File: src/rtl/audio_pkg.sv
// Shared audio-path definitions: default sample and slot widths, the stereo
// frame type and the I2S word-select polarity.
package audio_pkg;

    localparam int AUDIO_DATA_BITS = 24;
    localparam int I2S_SLOT_BITS   = 32;

    localparam logic WS_LEFT  = 1'b0;
    localparam logic WS_RIGHT = 1'b1;

    typedef struct packed {
        logic [AUDIO_DATA_BITS-1:0] left;
        logic [AUDIO_DATA_BITS-1:0] right;
    } audio_frame_t;

endpackage

File: src/rtl/audio_frame_fifo.sv
// Synchronous show-ahead FIFO of stereo frames. A write is judged against the
// level at the start of the cycle, so a same-cycle pop never makes room for it.
module audio_frame_fifo #(
    parameter int WIDTH      = 48,
    parameter int DEPTH_LOG2 = 2
) (
    input  logic                clk,
    input  logic                rst,
    input  logic                wr_en,
    input  logic [WIDTH-1:0]    wr_data,
    input  logic                rd_en,
    output logic [WIDTH-1:0]    rd_data,
    output logic                full,
    output logic                empty,
    output logic [DEPTH_LOG2:0] level
);

    localparam int DEPTH   = 1 << DEPTH_LOG2;
    localparam int LEVEL_W = DEPTH_LOG2 + 1;
    localparam logic [DEPTH_LOG2:0] LEVEL_FULL = LEVEL_W'(DEPTH);

    logic [WIDTH-1:0]      mem_q [DEPTH];
    logic [DEPTH_LOG2-1:0] wr_ptr_q, wr_ptr_d;
    logic [DEPTH_LOG2-1:0] rd_ptr_q, rd_ptr_d;
    logic [DEPTH_LOG2:0]   level_q, level_d;
    logic                  wr_ok, rd_ok;

    assign full    = (level_q == LEVEL_FULL);
    assign empty   = (level_q == '0);
    assign level   = level_q;
    assign rd_data = mem_q[rd_ptr_q];

    // NOTE: every always_comb output gets a default first, so no latch can be inferred.
    always_comb begin
        wr_ok    = wr_en && !full;
        rd_ok    = rd_en && !empty;
        wr_ptr_d = wr_ptr_q;
        rd_ptr_d = rd_ptr_q;
        level_d  = level_q;
        if (wr_ok) wr_ptr_d = wr_ptr_q + 1'b1;
        if (rd_ok) rd_ptr_d = rd_ptr_q + 1'b1;
        if (wr_ok && !rd_ok)      level_d = level_q + 1'b1;
        else if (rd_ok && !wr_ok) level_d = level_q - 1'b1;
    end

    // NOTE: sequential state uses non-blocking assignments only.
    always_ff @(posedge clk) begin
        if (rst) begin
            wr_ptr_q <= '0;
            rd_ptr_q <= '0;
            level_q  <= '0;
        end else begin
            wr_ptr_q <= wr_ptr_d;
            rd_ptr_q <= rd_ptr_d;
            level_q  <= level_d;
        end
    end

    // NOTE: storage is not reset; an entry is only read after it has been written.
    always_ff @(posedge clk) begin
        if (wr_ok) mem_q[wr_ptr_q] <= wr_data;
    end

endmodule

File: src/rtl/i2s_tx_fifo.sv
// Stereo Philips-I2S transmitter: frame FIFO, AMCLK-derived BCK/WS and an
// MSB-first serializer that replays the last frame when the FIFO runs dry.
module i2s_tx_fifo
    import audio_pkg::*;
#(
    parameter int DATA_BITS       = AUDIO_DATA_BITS,
    parameter int SLOT_BITS       = I2S_SLOT_BITS,
    parameter int MCLK_DIV        = 4,
    parameter int FIFO_DEPTH_LOG2 = 2
) (
    input  logic                     AMCLK_i,
    input  logic                     ARST_i,
    input  logic [DATA_BITS-1:0]     APDATA_LEFT_i,
    input  logic [DATA_BITS-1:0]     APDATA_RIGHT_i,
    input  logic                     APDATA_VALID_i,
    output logic [FIFO_DEPTH_LOG2:0] FIFO_LEVEL_o,
    output logic                     UNDERRUN_o,
    output logic                     OVERFLOW_o,
    output logic                     I2S_BCK,
    output logic                     I2S_WS,
    output logic                     I2S_DATA
);

    localparam int DIV_W = (MCLK_DIV > 1) ? $clog2(MCLK_DIV) : 1;
    localparam int BIT_W = $clog2(2 * SLOT_BITS);
    localparam logic [DIV_W-1:0] DIV_LAST = DIV_W'(MCLK_DIV - 1);
    localparam logic [BIT_W-1:0] BIT_LAST = BIT_W'(2 * SLOT_BITS - 1);
    localparam logic [BIT_W-1:0] SLOT_LEN = BIT_W'(SLOT_BITS);
    localparam logic [BIT_W-1:0] DATA_LEN = BIT_W'(DATA_BITS);

    typedef struct packed {
        logic [DATA_BITS-1:0] left;
        logic [DATA_BITS-1:0] right;
    } frame_t;

    logic [DIV_W-1:0]     div_q, div_d;
    logic                 bck_q, bck_d;
    logic [BIT_W-1:0]     bit_q, bit_d;
    logic                 ws_q, ws_d;
    logic                 data_q, data_d;
    logic [DATA_BITS-1:0] shift_q, shift_d;
    frame_t               frame_q, frame_d;
    logic                 underrun_q, underrun_d;
    logic                 overflow_q, overflow_d;
    logic [BIT_W-1:0]     pos;
    logic                 pop;
    logic                 fifo_full, fifo_empty;
    frame_t               fifo_rd_data;

    audio_frame_fifo #(
        .WIDTH      (2 * DATA_BITS),
        .DEPTH_LOG2 (FIFO_DEPTH_LOG2)
    ) u_fifo (
        .clk     (AMCLK_i),
        .rst     (ARST_i),
        .wr_en   (APDATA_VALID_i),
        .wr_data ({APDATA_LEFT_i, APDATA_RIGHT_i}),
        .rd_en   (pop),
        .rd_data (fifo_rd_data),
        .full    (fifo_full),
        .empty   (fifo_empty),
        .level   (FIFO_LEVEL_o)
    );

    always_comb begin
        div_d      = div_q + 1'b1;
        bck_d      = bck_q;
        bit_d      = bit_q;
        ws_d       = ws_q;
        data_d     = data_q;
        shift_d    = shift_q;
        frame_d    = frame_q;
        underrun_d = 1'b0;
        overflow_d = APDATA_VALID_i && fifo_full;
        pos        = '0;
        pop        = 1'b0;

        if (div_q == DIV_LAST) begin
            div_d = '0;
            bck_d = ~bck_q;
            if (bck_q) begin
                bit_d = (bit_q == BIT_LAST) ? '0 : bit_q + 1'b1;
                ws_d  = (bit_d >= SLOT_LEN) ? WS_RIGHT : WS_LEFT;
                pos   = (ws_d == WS_RIGHT) ? bit_d - SLOT_LEN : bit_d;

                // frame_q serves as both shadow and replay: an empty boundary simply keeps it
                if (bit_d == '0) begin
                    if (fifo_empty) underrun_d = 1'b1;
                    else begin
                        pop     = 1'b1;
                        frame_d = fifo_rd_data;
                    end
                end

                // Slot bit 0 is the one-BCK delay after WS; the channel word shifts out from bit 1
                data_d = 1'b0;
                if (pos == '0) begin
                    shift_d = (ws_d == WS_RIGHT) ? frame_d.right : frame_d.left;
                end else if (pos <= DATA_LEN) begin
                    data_d  = shift_q[DATA_BITS-1];
                    shift_d = {shift_q[DATA_BITS-2:0], 1'b0};
                end
            end
        end
    end

    always_ff @(posedge AMCLK_i) begin
        if (ARST_i) begin
            div_q      <= '0;
            bck_q      <= 1'b0;
            bit_q      <= BIT_LAST;
            ws_q       <= WS_LEFT;
            data_q     <= 1'b0;
            shift_q    <= '0;
            frame_q    <= '0;
            underrun_q <= 1'b0;
            overflow_q <= 1'b0;
        end else begin
            div_q      <= div_d;
            bck_q      <= bck_d;
            bit_q      <= bit_d;
            ws_q       <= ws_d;
            data_q     <= data_d;
            shift_q    <= shift_d;
            frame_q    <= frame_d;
            underrun_q <= underrun_d;
            overflow_q <= overflow_d;
        end
    end

    assign I2S_BCK    = bck_q;
    assign I2S_WS     = ws_q;
    assign I2S_DATA   = data_q;
    assign UNDERRUN_o = underrun_q;
    assign OVERFLOW_o = overflow_q;

endmodule

File: config.mk
export PLATFORM = sky130hd
export DESIGN_NAME = i2s_tx_fifo
export DESIGN_NICKNAME = d
export VERILOG_FILES = /design/src/rtl/audio_pkg.sv /design/src/rtl/audio_frame_fifo.sv /design/src/rtl/i2s_tx_fifo.sv
export SDC_FILE = /design/constraint.sdc
export NUM_CORES = 1
export LEC_CHECK = 0
export CAP_MARGIN = 20
export CORE_MARGIN = 2
export CORE_UTILIZATION = 36
export CTS_BUF_LIST = sky130_fd_sc_hd__clkbuf_4 sky130_fd_sc_hd__clkbuf_8 sky130_fd_sc_hd__clkbuf_16
export CTS_CLUSTER_DIAMETER = 60
export DETAILED_ROUTE_END_ITERATION = 8
export HOLD_SLACK_MARGIN = 0.12
export SLEW_MARGIN = 20
export SYNTH_ARGS = -nofsm -noshare
export SYNTH_HDL_FRONTEND = slang
export SYNTH_HIERARCHICAL = 1
export SYNTH_SLANG_ARGS = --single-unit
File: constraint.sdc
create_clock -name AMCLK_i -period 4.95 [get_ports AMCLK_i]
set_clock_uncertainty 0.05 [all_clocks]
set_input_delay 1.2375 -clock AMCLK_i [delete_from_list [all_inputs] [get_ports AMCLK_i]]
set_output_delay 1.2375 -clock AMCLK_i [all_outputs]
set_load 0.01 [all_outputs]
==> flow_summary.json <==
{
  "swShare_pct": 22.0,
  "row_count": 64,
  "synth_edf_count": 192,
  "rsz0062_at_grt": "no",
  "synth_warnings": 6,
  "drc": 0,
  "synth_area_leaders": "edfxtp_1 (52%), dfxtp_1 (17%), mux4_2 (9.7%)",
  "ys_ff_latch": 286,
  "cp-start-kind": "input port",
  "syn-num-nets": 803,
  "internal_power_mw": 4.25,
  "cts_inserted_buffers": 30,
  "synth_ff_type": "edfxtp_1",
  "synth-async-reset-ratio_pct": 0,
  "min_path_type": "reg2reg",
  "rr_worst_depth": 6,
  "leakagePower_nw": 4.17,
  "seqPwrFrac_pct": 49.9,
  "placed_cells": 1167,
  "syn_to_final_growth_pct": 18.0,
  "max_clock_freq_ghz": 0.337,
  "ys_types": 51,
  "cts_resized": 0,
  "tns_ns": 0,
  "io_pins": 59,
  "gp_congestion": 0.740,
  "grt_overflow": 0,
  "critPathRequiredTime_ns": 5.13,
  "io_buffers": 58,
  "core_um2": 30600,
  "clock_sinks": 286,
  "num_vias": 6201,
  "wirelength_um": 22100,
  "crit_path_max_fanout": 23,
  "hold_slack_ns": 0.388,
  "drv_slew": 0,
  "route.detailed.wl_per_inst_um": 18.1,
  "antenna_left": 0,
  "cts.clk_slew.worst_paths_ns": 0.06,
  "crit_end": "u_fifo/mem_q[0][34]",
  "avgSynthCellArea_um2": 15.0,
  "cts_buffer_depth": 3,
  "grt.total_usage_pct": 13.6,
  "synth_cells": 744,
  "synthTopCellsByCount": "edfxtp_1 (192), nand2_1 (127), dfxtp_1 (94), a21oi_1 (55), mux4_2 (48)",
  "worst_setup_path_end_kind": "flop",
  "avgViaCountPerCell": 5.07,
  "stdcell_area_um2": 13200,
  "power_density_nw_per_um2": 412,
  "clkPwrFrac_pct": 41.2,
  "r2r_start": "bit_q[0]",
  "reg2reg_slack_ns": 2.05,
  "setup_viol": 0,
  "p_comb_share_pct": 8.9,
  "grt_max_degree": 74,
  "holdBufCountCts": 0,
  "fin_crit_ns": 2.97,
  "postPlaceCellArea_um2": 12200,
  "clock-root-buffer": "clkbuf_16",
  "cts.htree.levels": 1,
  "grt_pass1_vias": 6254,
  "cp-startpoint": "APDATA_VALID_i",
  "nets": 862,
  "fillers": 2756,
  "ir_drop_v": 0.000194,
  "final_cells": 1223,
  "synth_top_area_cell": "edfxtp_1",
  "drt_iter0_drc": 486,
  "finalHoldViolCount": 0,
  "drtPass1Iterations": 5,
  "worstMarginPinSlew_ns": 0.972,
  "clkLatencyLatePin_ns": 0.55,
  "critPathKind": "in2reg",
  "yosysMostFrequentCell": "edfxtp_1",
  "drive_gt1_share_pct": 21.0,
  "r2r_end": "shift_q[8]",
  "die_x_um": 180,
  "cts_setup_buffers": 0,
  "relSlewSlack_pct": 35.2,
  "synth_area_um2": 11200,
  "final.period_utilization_pct": 59.9,
  "grt_pass1_wl_um": 35400,
  "die_h_um": 180,
  "status": "finished clean",
  "post-dp-hpwl_um": 13600,
  "antenna_found_initial": 0,
  "switchingPower_mw": 1.20,
  "dieArea_um2": 32500,
  "yosysSeqAreaShare_pct": 68.4,
  "cts_tree": "yes",
  "synth_top_cell_area_share_pct": 51.5,
  "crit_arrival_ns": 3.15,
  "diodes": 0,
  "cap_violations": 0,
  "initial_utilization_pct": 36.6
}
-- cell type report --
type                            count  area [um^2]  share of cell area (%)
Clock buffer                       42          883                    6.69
Clock inverter                     14          128                   0.967
Inverter                            7         26.3                   0.199
Multi-Input combinational cell    405         3320                    25.1
Sequential cell                   286         7650                    58.0
Tap cell                          396          495                    3.75
Timing Repair Buffer               73          703                    5.33
-- sequential cells by signal (all words and copies together) (netlist names), 2 cells and up, named ones only --
| signal | count |
|---|---|
| bit_q | 6 |
| shift_q | 24 |
| u_fifo/rd_ptr_q | 2 |
| frame_q | 48 |
| u_fifo/level | 3 |
| div_q | 2 |
| u_fifo/mem_q | 192 |
| u_fifo/wr_ptr_q | 2 |
-- per-layer routing --
metal | global-route usage (%) | wire length (um) | vias to the layer above | part of all wire [%]
li1 | - | - | 2936 | -
met1 | 20.9 | 10900 | 3081 | 49
met2 | 20.3 | 9870 | 158 | 45
met3 | 1.92 | 985 | 26 | 4.5
met4 | 3.52 | 341 | 0 | 1.5
met5 | 0 | 0 | - | 0
-- through the flow --
stage / setup slack [ns] / utilization (%) / power, mW
floorplan: 1.77 / - / 3.07
global placement: 1.45 / 39.9 / 3.25
detailed placement: 1.42 / 39.9 / 3.26
CTS: 1.96 / 43.2 / 5.50
global route: 1.81 / 43.2 / 5.64
finish: 1.98 / 43.2 / 5.44
-- power groups by stage --
stage | sequential [mW] | clock [mW] | combinational (mW)
finish | 2.72 | 2.24 | 0.484
global route | 2.73 | 2.39 | 0.523
CTS | 2.72 | 2.29 | 0.491
detailed placement | 2.77 | 0 | 0.490
global placement | 2.77 | 0 | 0.488
floorplan | 2.76 | 0 | 0.305
-- critical path: stages --
cell and delay (ns):
clkdlybuf4s50_1 0.48, inv_1 0.06, nor2_1 0.30, and2_2 0.69, buf_4 0.35
-- how the worst min path moves through the flow --
stage | from | slack [ns] | cells past startpoint | endpoint
finish | div_q[0] | 0.39 | 1 | div_q[0]
floorplan | div_q[0] | 0.35 | 1 | div_q[0]
global route | div_q[0] | 0.41 | 1 | div_q[0]
CTS | frame_q[26] | 0.40 | 2 | frame_q[26]
detailed placement | div_q[0] | 0.37 | 1 | div_q[0]
global placement | div_q[0] | 0.36 | 1 | div_q[0]
-- cells in the final DEF (no fill, tap or decap), types with 2 or more instances in the layout --
master,n
nand2b_1,4
and3_1,2
o21bai_1,2
dfxtp_1,92
bufinv_16,2
clkinvlp_4,3
a21oi_1,55
mux2i_1,3
buf_4,15
edfxtp_1,192
nor2_1,38
clkbuf_8,4
a311oi_1,2
or3_1,2
xor2_1,5
nor3_2,2
o21ai_0,5
nand2_1,127
clkbuf_16,31
nor3_1,4
nand3_1,3
mux4_2,48
mux2_2,23
clkinv_1,3
a211o_1,2
and2_2,4
clkbuf_4,7
ha_1,7
a22oi_1,22
and2_1,2
clkinv_2,5
clkdlybuf4s50_1,57
inv_1,6
a311oi_2,20
o31ai_1,2
-- cells by family after synthesis --
| kind of cell | share of synthesized area [%] |
|---|---|
| simple gates | 7.54 |
| fa+ha+maj | 0.962 |
| mux | 12.2 |
| buf+inv | 2.30 |
| xor+xnor | 0.470 |
| flops | 68.4 |
| compound gates | 8.12 |
(Power assumes the default switching activity.)
